<file path="src/rtl/pulp_cg_pkg.sv">
// Shared types and defaults for the pulp clock-gating controller.
// Channel FSM encodings also appear as plain localparams for legacy-style state registers.
package pulp_cg_pkg;

  localparam int unsigned CG_CNT_W_DEF  = 8;
  localparam int unsigned CG_STAT_W_DEF = 32;

  typedef enum logic [1:0] {
    CG_RUN   = 2'd0,
    CG_GATED = 2'd1,
    CG_WAKE  = 2'd2
  } cg_state_e;

  localparam logic [1:0] ST_RUN   = 2'd0;
  localparam logic [1:0] ST_GATED = 2'd1;
  localparam logic [1:0] ST_WAKE  = 2'd2;

endpackage

</file>
<file path="src/rtl/pulp_clock_gate_ctrl_chan_fsm.sv">
// One gating channel: RUN/GATED/WAKE FSM, idle counter, wake ack and flopped ICG enable.
// With CG_STATS_EN defined, also counts cycles spent in GATED.
module cg_chan_fsm
  import pulp_cg_pkg::*;
#(
  parameter int unsigned CNT_W  = CG_CNT_W_DEF,
  parameter int unsigned STAT_W = CG_STAT_W_DEF
) (
  input  logic              clk_i,
  input  logic              rst_ni,
  input  logic              cfg_en_i,
  input  logic [CNT_W-1:0]  cfg_idle_i,
  input  logic              busy_i,
  input  logic              wake_req_i,
`ifdef CG_STATS_EN
  input  logic              stat_clr_i,
  output logic [STAT_W-1:0] stat_cnt_o,
`endif
  output logic              en_o,
  output logic              gated_o,
  output logic              wake_ack_o
);

  logic [1:0]       state_q, state_next;
  logic [CNT_W-1:0] idle_cnt_q, idle_cnt_next;
  logic             en_q, en_next;
  logic             gated_q;
  logic             ack_q, ack_next;
  logic             idle, wake_cond, thr_hit;

  always_comb begin
    idle      = cfg_en_i & ~busy_i & ~wake_req_i & (|cfg_idle_i);
    wake_cond = busy_i | wake_req_i | ~cfg_en_i | ~(|cfg_idle_i);
    // Extra bit keeps the +1 from wrapping when the counter is saturated.
    thr_hit   = (({1'b0, idle_cnt_q}) + (CNT_W+1)'(1)) >= {1'b0, cfg_idle_i};

    state_next    = state_q;
    idle_cnt_next = idle_cnt_q;
    en_next       = en_q;

    case (state_q)
      ST_RUN: begin
        if (idle) begin
          if (thr_hit) begin
            state_next    = ST_GATED;
            en_next       = 1'b0;
            idle_cnt_next = '0;
          end else if (!(&idle_cnt_q)) begin
            idle_cnt_next = idle_cnt_q + CNT_W'(1);
          end
        end else begin
          idle_cnt_next = '0;
        end
      end
      ST_GATED: begin
        if (wake_cond) begin
          state_next = ST_WAKE;
          en_next    = 1'b1;
        end
      end
      ST_WAKE: begin
        state_next    = ST_RUN;
        idle_cnt_next = '0;
      end
      default: begin
        state_next    = ST_RUN;
        en_next       = 1'b1;
        idle_cnt_next = '0;
      end
    endcase

    ack_next = ack_q;
    if (!wake_req_i)              ack_next = 1'b0;
    else if (state_next == ST_RUN) ack_next = 1'b1;
  end

  always_ff @(posedge clk_i or negedge rst_ni) begin
    if (!rst_ni) begin
      state_q    <= ST_RUN;
      idle_cnt_q <= '0;
      en_q       <= 1'b1;
      gated_q    <= 1'b0;
      ack_q      <= 1'b0;
    end else begin
      state_q    <= state_next;
      idle_cnt_q <= idle_cnt_next;
      en_q       <= en_next;
      gated_q    <= ~en_next;
      ack_q      <= ack_next;
    end
  end

  assign en_o       = en_q;
  assign gated_o    = gated_q;
  assign wake_ack_o = ack_q;

`ifdef CG_STATS_EN
  logic [STAT_W-1:0] stat_q;

  always_ff @(posedge clk_i or negedge rst_ni) begin
    if (!rst_ni) begin
      stat_q <= '0;
    end else if (stat_clr_i) begin
      stat_q <= '0;
    end else if ((state_q == ST_GATED) && !(&stat_q)) begin
      stat_q <= stat_q + STAT_W'(1);
    end
  end

  assign stat_cnt_o = stat_q;
`endif

endmodule

</file>
<file path="src/rtl/pulp_clock_gate_ctrl_icg.sv">
// Behavioural model of the library integrated clock-gating cell (CK/EN/SE/CKG).
// The enable latch is transparent while CK is low, so CKG never glitches.
module pulp_cg_icg (
  input  logic CK,
  input  logic EN,
  input  logic SE,
  output logic CKG
);

  logic en_latch;

  always_latch begin
    if (!CK) en_latch = EN | SE;
  end

  assign CKG = CK & en_latch;

endmodule

</file>
<file path="src/rtl/pulp_clock_gate_ctrl.sv">
// Multi-channel autonomous clock-gating controller: NCH channel FSMs each driving one ICG.
// Optional per-channel gated-cycle statistics are enabled with the CG_STATS_EN macro.
module pulp_clock_gate_ctrl
  import pulp_cg_pkg::*;
#(
  parameter int unsigned NCH    = 4,
  parameter int unsigned CNT_W  = CG_CNT_W_DEF,
  parameter int unsigned STAT_W = CG_STAT_W_DEF
) (
  input  logic                  clk_i,
  input  logic                  rst_ni,
  input  logic                  test_en_i,
  input  logic [NCH-1:0]        cfg_en_i,
  input  logic [CNT_W-1:0]      cfg_idle_i,
  input  logic [NCH-1:0]        busy_i,
  input  logic [NCH-1:0]        wake_req_i,
  output logic [NCH-1:0]        wake_ack_o,
  output logic [NCH-1:0]        gated_o,
`ifdef CG_STATS_EN
  input  logic                  stat_clr_i,
  output logic [NCH*STAT_W-1:0] stat_cnt_o,
`endif
  output logic [NCH-1:0]        clk_o
);

  logic [NCH-1:0] en_q;

  for (genvar gi = 0; gi < NCH; gi++) begin : g_chan
    cg_chan_fsm #(
      .CNT_W  (CNT_W),
      .STAT_W (STAT_W)
    ) u_fsm (
      .clk_i      (clk_i),
      .rst_ni     (rst_ni),
      .cfg_en_i   (cfg_en_i[gi]),
      .cfg_idle_i (cfg_idle_i),
      .busy_i     (busy_i[gi]),
      .wake_req_i (wake_req_i[gi]),
`ifdef CG_STATS_EN
      .stat_clr_i (stat_clr_i),
      .stat_cnt_o (stat_cnt_o[gi*STAT_W +: STAT_W]),
`endif
      .en_o       (en_q[gi]),
      .gated_o    (gated_o[gi]),
      .wake_ack_o (wake_ack_o[gi])
    );

    pulp_cg_icg u_icg (
      .CK  (clk_i),
      .EN  (en_q[gi]),
      .SE  (test_en_i),
      .CKG (clk_o[gi])
    );
  end

endmodule

</file>
<file path="config.mk">
export PLATFORM = sky130hd
export DESIGN_NAME = pulp_clock_gate_ctrl
export DESIGN_NICKNAME = d
export VERILOG_FILES = /design/src/rtl/pulp_cg_pkg.sv /design/src/rtl/pulp_clock_gate_ctrl_chan_fsm.sv /design/src/rtl/pulp_clock_gate_ctrl_icg.sv /design/src/rtl/pulp_clock_gate_ctrl.sv
export SDC_FILE = /design/constraint.sdc
export NUM_CORES = 1
export LEC_CHECK = 0
export CAP_MARGIN = 0
export CORE_MARGIN = 2
export CORE_UTILIZATION = 45
export CTS_CLUSTER_DIAMETER = 80
export DETAILED_ROUTE_END_ITERATION = 7
export PLACE_DENSITY_LB_ADDON = 0.1
export SLEW_MARGIN = 25
export SYNTH_ARGS = -nofsm -noshare
export SYNTH_HDL_FRONTEND = slang
export SYNTH_HIERARCHICAL = 1
export SYNTH_SLANG_ARGS = --single-unit
export TNS_END_PERCENT = 100
</file>
<file path="constraint.sdc">
create_clock -name clk_i -period 4.25 [get_ports clk_i]
set_input_delay 0.85 -clock clk_i [delete_from_list [all_inputs] [get_ports clk_i]]
set_output_delay 0.85 -clock clk_i [all_outputs]
set_load 0.1 [all_outputs]
</file>
==> flow_summary.toml <==
[setup_path]
ff2ff_path_depth = 1
worst-endpoint-arrival_ns = 3.36
timing.reg2reg.setup_slack_ns = 1.49
r2r_start = "g_chan[0].u_fsm/en_o$_DFF_PN1_"
cp-start-kind = "latch"
r2r-end = "g_chan[0].u_icg/en_latch$_DLATCH_N_"
path_depth = 2
worst_path_max_delay_cell = "sky130_fd_sc_hd__dlxtn_1"
critical_path.cell_chain = "and2_1 > buf_4"
crit_family = "latches"
critPathKind = "latch to output port"
critical_path_fanout_max = 1
slowest_delay_ns = 0.39
worst_setup_path_end_kind = "output port"
crit_required_ns = 3.40
worstPathBufferInverterCount = 1

[finish]
finalNetCount = 453
finish.utilization_pct = 53.7
area_growth_syn_to_layout_pct = 15.4
nFillCells = 722
antenna_cells = 0
drive_gt1_share_pct = 13.2

[logic_synthesis]
ys_seq_elements = 56
syn_area_um2 = 3610
syn_area_per_cell_um2 = 10.3
synthesis.instances = 352
synth_top_cell_by_area = "sky130_fd_sc_hd__dfrtp_1"
synthDominantCellAreaShare_pct = 33.2
synth_cell_types = 31
mappedNetlistNets = 411
post_synth_main_area_contributors = "sky130_fd_sc_hd__dfrtp_1 (33%), sky130_fd_sc_hd__ha_1 (12%), sky130_fd_sc_hd__a32o_1 (6.6%), sky130_fd_sc_hd__inv_1 (4.2%), sky130_fd_sc_hd__a21oi_1 (3.9%)"
synthesis.yosys.warnings = 6

[drt]
avgRoutedWirePerCell_um = 15.4
post_detailed_route_drc_marker_count = 0
via_per_inst = 5.50
dr.pass1.iters = 4
vias = 2732
detail-route-antenna-nets = 0
drt-initial-drc-count = 131
routed_wirelength_mm = 7.64

[floorplan]
core_area_um2 = 7770
die_area_um2 = 8760
die_w_um = 93.6
io_pins = 35
std_cell_rows = 32
floorplan.initialDensity_pct = 46.5
die-height_um = 93.6

[global_routing]
grt_pass1_wl_mm = 12.9
antenna_found_initial = 0
gr-usage-met3_pct = 5.24
gr-max-usage-layer = "met2"
first_global_vias = 2730
gr-usage-met1_pct = 24.4
grt.total_usage_pct = 19.0
grt-ovfl-total = 0
grt_start_max_net_pins = 31
groute.layer.met2.usage_pct = 30.6

[sta]
tightest_slew_ns = 0.969
grt_setup_unrepaired = "no"
setup_viol = 0
drv_slew = 0
hold_slack_ns = 0.481
clock_skew_ns = 0.00611
final_hold_viol_count = 0
maxSlewHeadroom_pct = 35.2
tns_ns = 0

[power_and_ir_drop]
irDropWorstVdd_v = 0.000422
finalPower_mw = 1.34
power.leakage_nw = 1.97
cellPowerDensity_nw_per_um2 = 322

[clock_tree]
cts.repair.resized = 24
post_cts_buffers = 0
worstSkewPairLatency_ns = 0.41
clkSlewWorstSetupHoldPaths_ns = 0.10
tritoncts_clock_tree = "done"
holdBufCountCts = 0

[run_status]
run_status = "complete, no violations"

[min_path]
holdCritPathClass = "input port to async pin"

[placed_design]
port_buffers = 34
dpl.hpwl_mm = 5.57
place_congestion = 0.833

[job]
drv.max_cap_violation_count = 0
==> state kept, by name, indices dropped and copies added (netlist names) <==
name                     count
g_chan.u_fsm/wake_ack_o      4
g_chan.u_icg/en_latch        4
g_chan.u_fsm/idle_cnt_q     32
g_chan.u_fsm/gated_o         4
g_chan.u_fsm/en_o            4
g_chan.u_fsm/state_q         8
==> how the worst max path moves through the flow <==
stage                                              startpoint       end
after floorplan           g_chan[0].u_icg/en_latch$_DLATCH_N_  clk_o[0]
after global placement    g_chan[3].u_icg/en_latch$_DLATCH_N_  clk_o[3]
after detailed placement  g_chan[3].u_icg/en_latch$_DLATCH_N_  clk_o[3]
after CTS                 g_chan[1].u_icg/en_latch$_DLATCH_N_  clk_o[1]
after global routing      g_chan[2].u_icg/en_latch$_DLATCH_N_  clk_o[2]
final                     g_chan[2].u_icg/en_latch$_DLATCH_N_  clk_o[2]
==> layout make-up <==
type,instances,area [um^2],area share (%)
clock buffer,14,161,3.87
clock inverter,2,11.3,0.270
inverter,40,150,3.60
multi-input combinational,252,2050,49.2
sequential,56,1370,32.8
tap,102,128,3.06
timing repair buffer,31,303,7.26
==> synthesized netlist by cell type (all sizes together) <==
master	number
a31oi	4
o22ai	4
dlxtn	4
a21oi	28
nand2b	4
o21a	4
a21o	4
nor2	12
xor2	8
or2	4
ha	36
and3	12
a2111oi	4
and2	8
nand3	24
or2b	4
inv	40
o21ai	12
nor2b	4
xnor2	16
buf	4
dfrtp	48
nor3b	4
dfstp	4
nor4	8
a32o	24
nand2	24
==> cells in the final DEF, fill, tap and decap left out, types with 8 or more instances in the layout <==
cell,n
sky130_fd_sc_hd__a21oi_1,28
sky130_fd_sc_hd__a32o_1,24
sky130_fd_sc_hd__and3_1,12
sky130_fd_sc_hd__clkbuf_8,9
sky130_fd_sc_hd__clkdlybuf4s50_1,29
sky130_fd_sc_hd__dfrtp_1,48
sky130_fd_sc_hd__ha_1,36
sky130_fd_sc_hd__inv_1,40
sky130_fd_sc_hd__nand2_1,24
sky130_fd_sc_hd__nand3_1,20
sky130_fd_sc_hd__nor2_1,12
sky130_fd_sc_hd__nor4_2,8
sky130_fd_sc_hd__xnor2_1,16
sky130_fd_sc_hd__xor2_1,8
==> routing by layer <==
layer	vias to the layer above	part of all wire (%)	wire, um
met5	-	0	0
met4	0	1.2	95
met3	9	4.7	356
met2	64	46	3540
met1	1304	48	3650
li1	1355	-	-
==> cell families after synthesis <==
kind of cell | count (synthesis) | synth area share (%)
AND/OR/NAND/NOR | 108 | 19.1
AO/OA/AOI/OAI | 84 | 19.4
flip-flops | 52 | 36.1
buffers and inverters | 44 | 5.40
adder cells (fa/ha/maj) | 36 | 12.5
XOR/XNOR | 24 | 5.82
latches | 4 | 1.66
==> power by group <==
part           internal, mW  switching, mW
logic                0.0575          0.109
clock network         0.240          0.390
registers             0.537        0.00893
==> stage by stage <==
stage	setup slack, ns	cells	area [um^2]
after detailed placement	-0.311	485	4040
after CTS	0.0164	497	4170
after global routing	0.0142	497	4170
final	0.0448	497	4170
after floorplan	0.169	352	3610
after global placement	-0.307	485	4040
No activity file was read; power rests on OpenSTA's default activity.
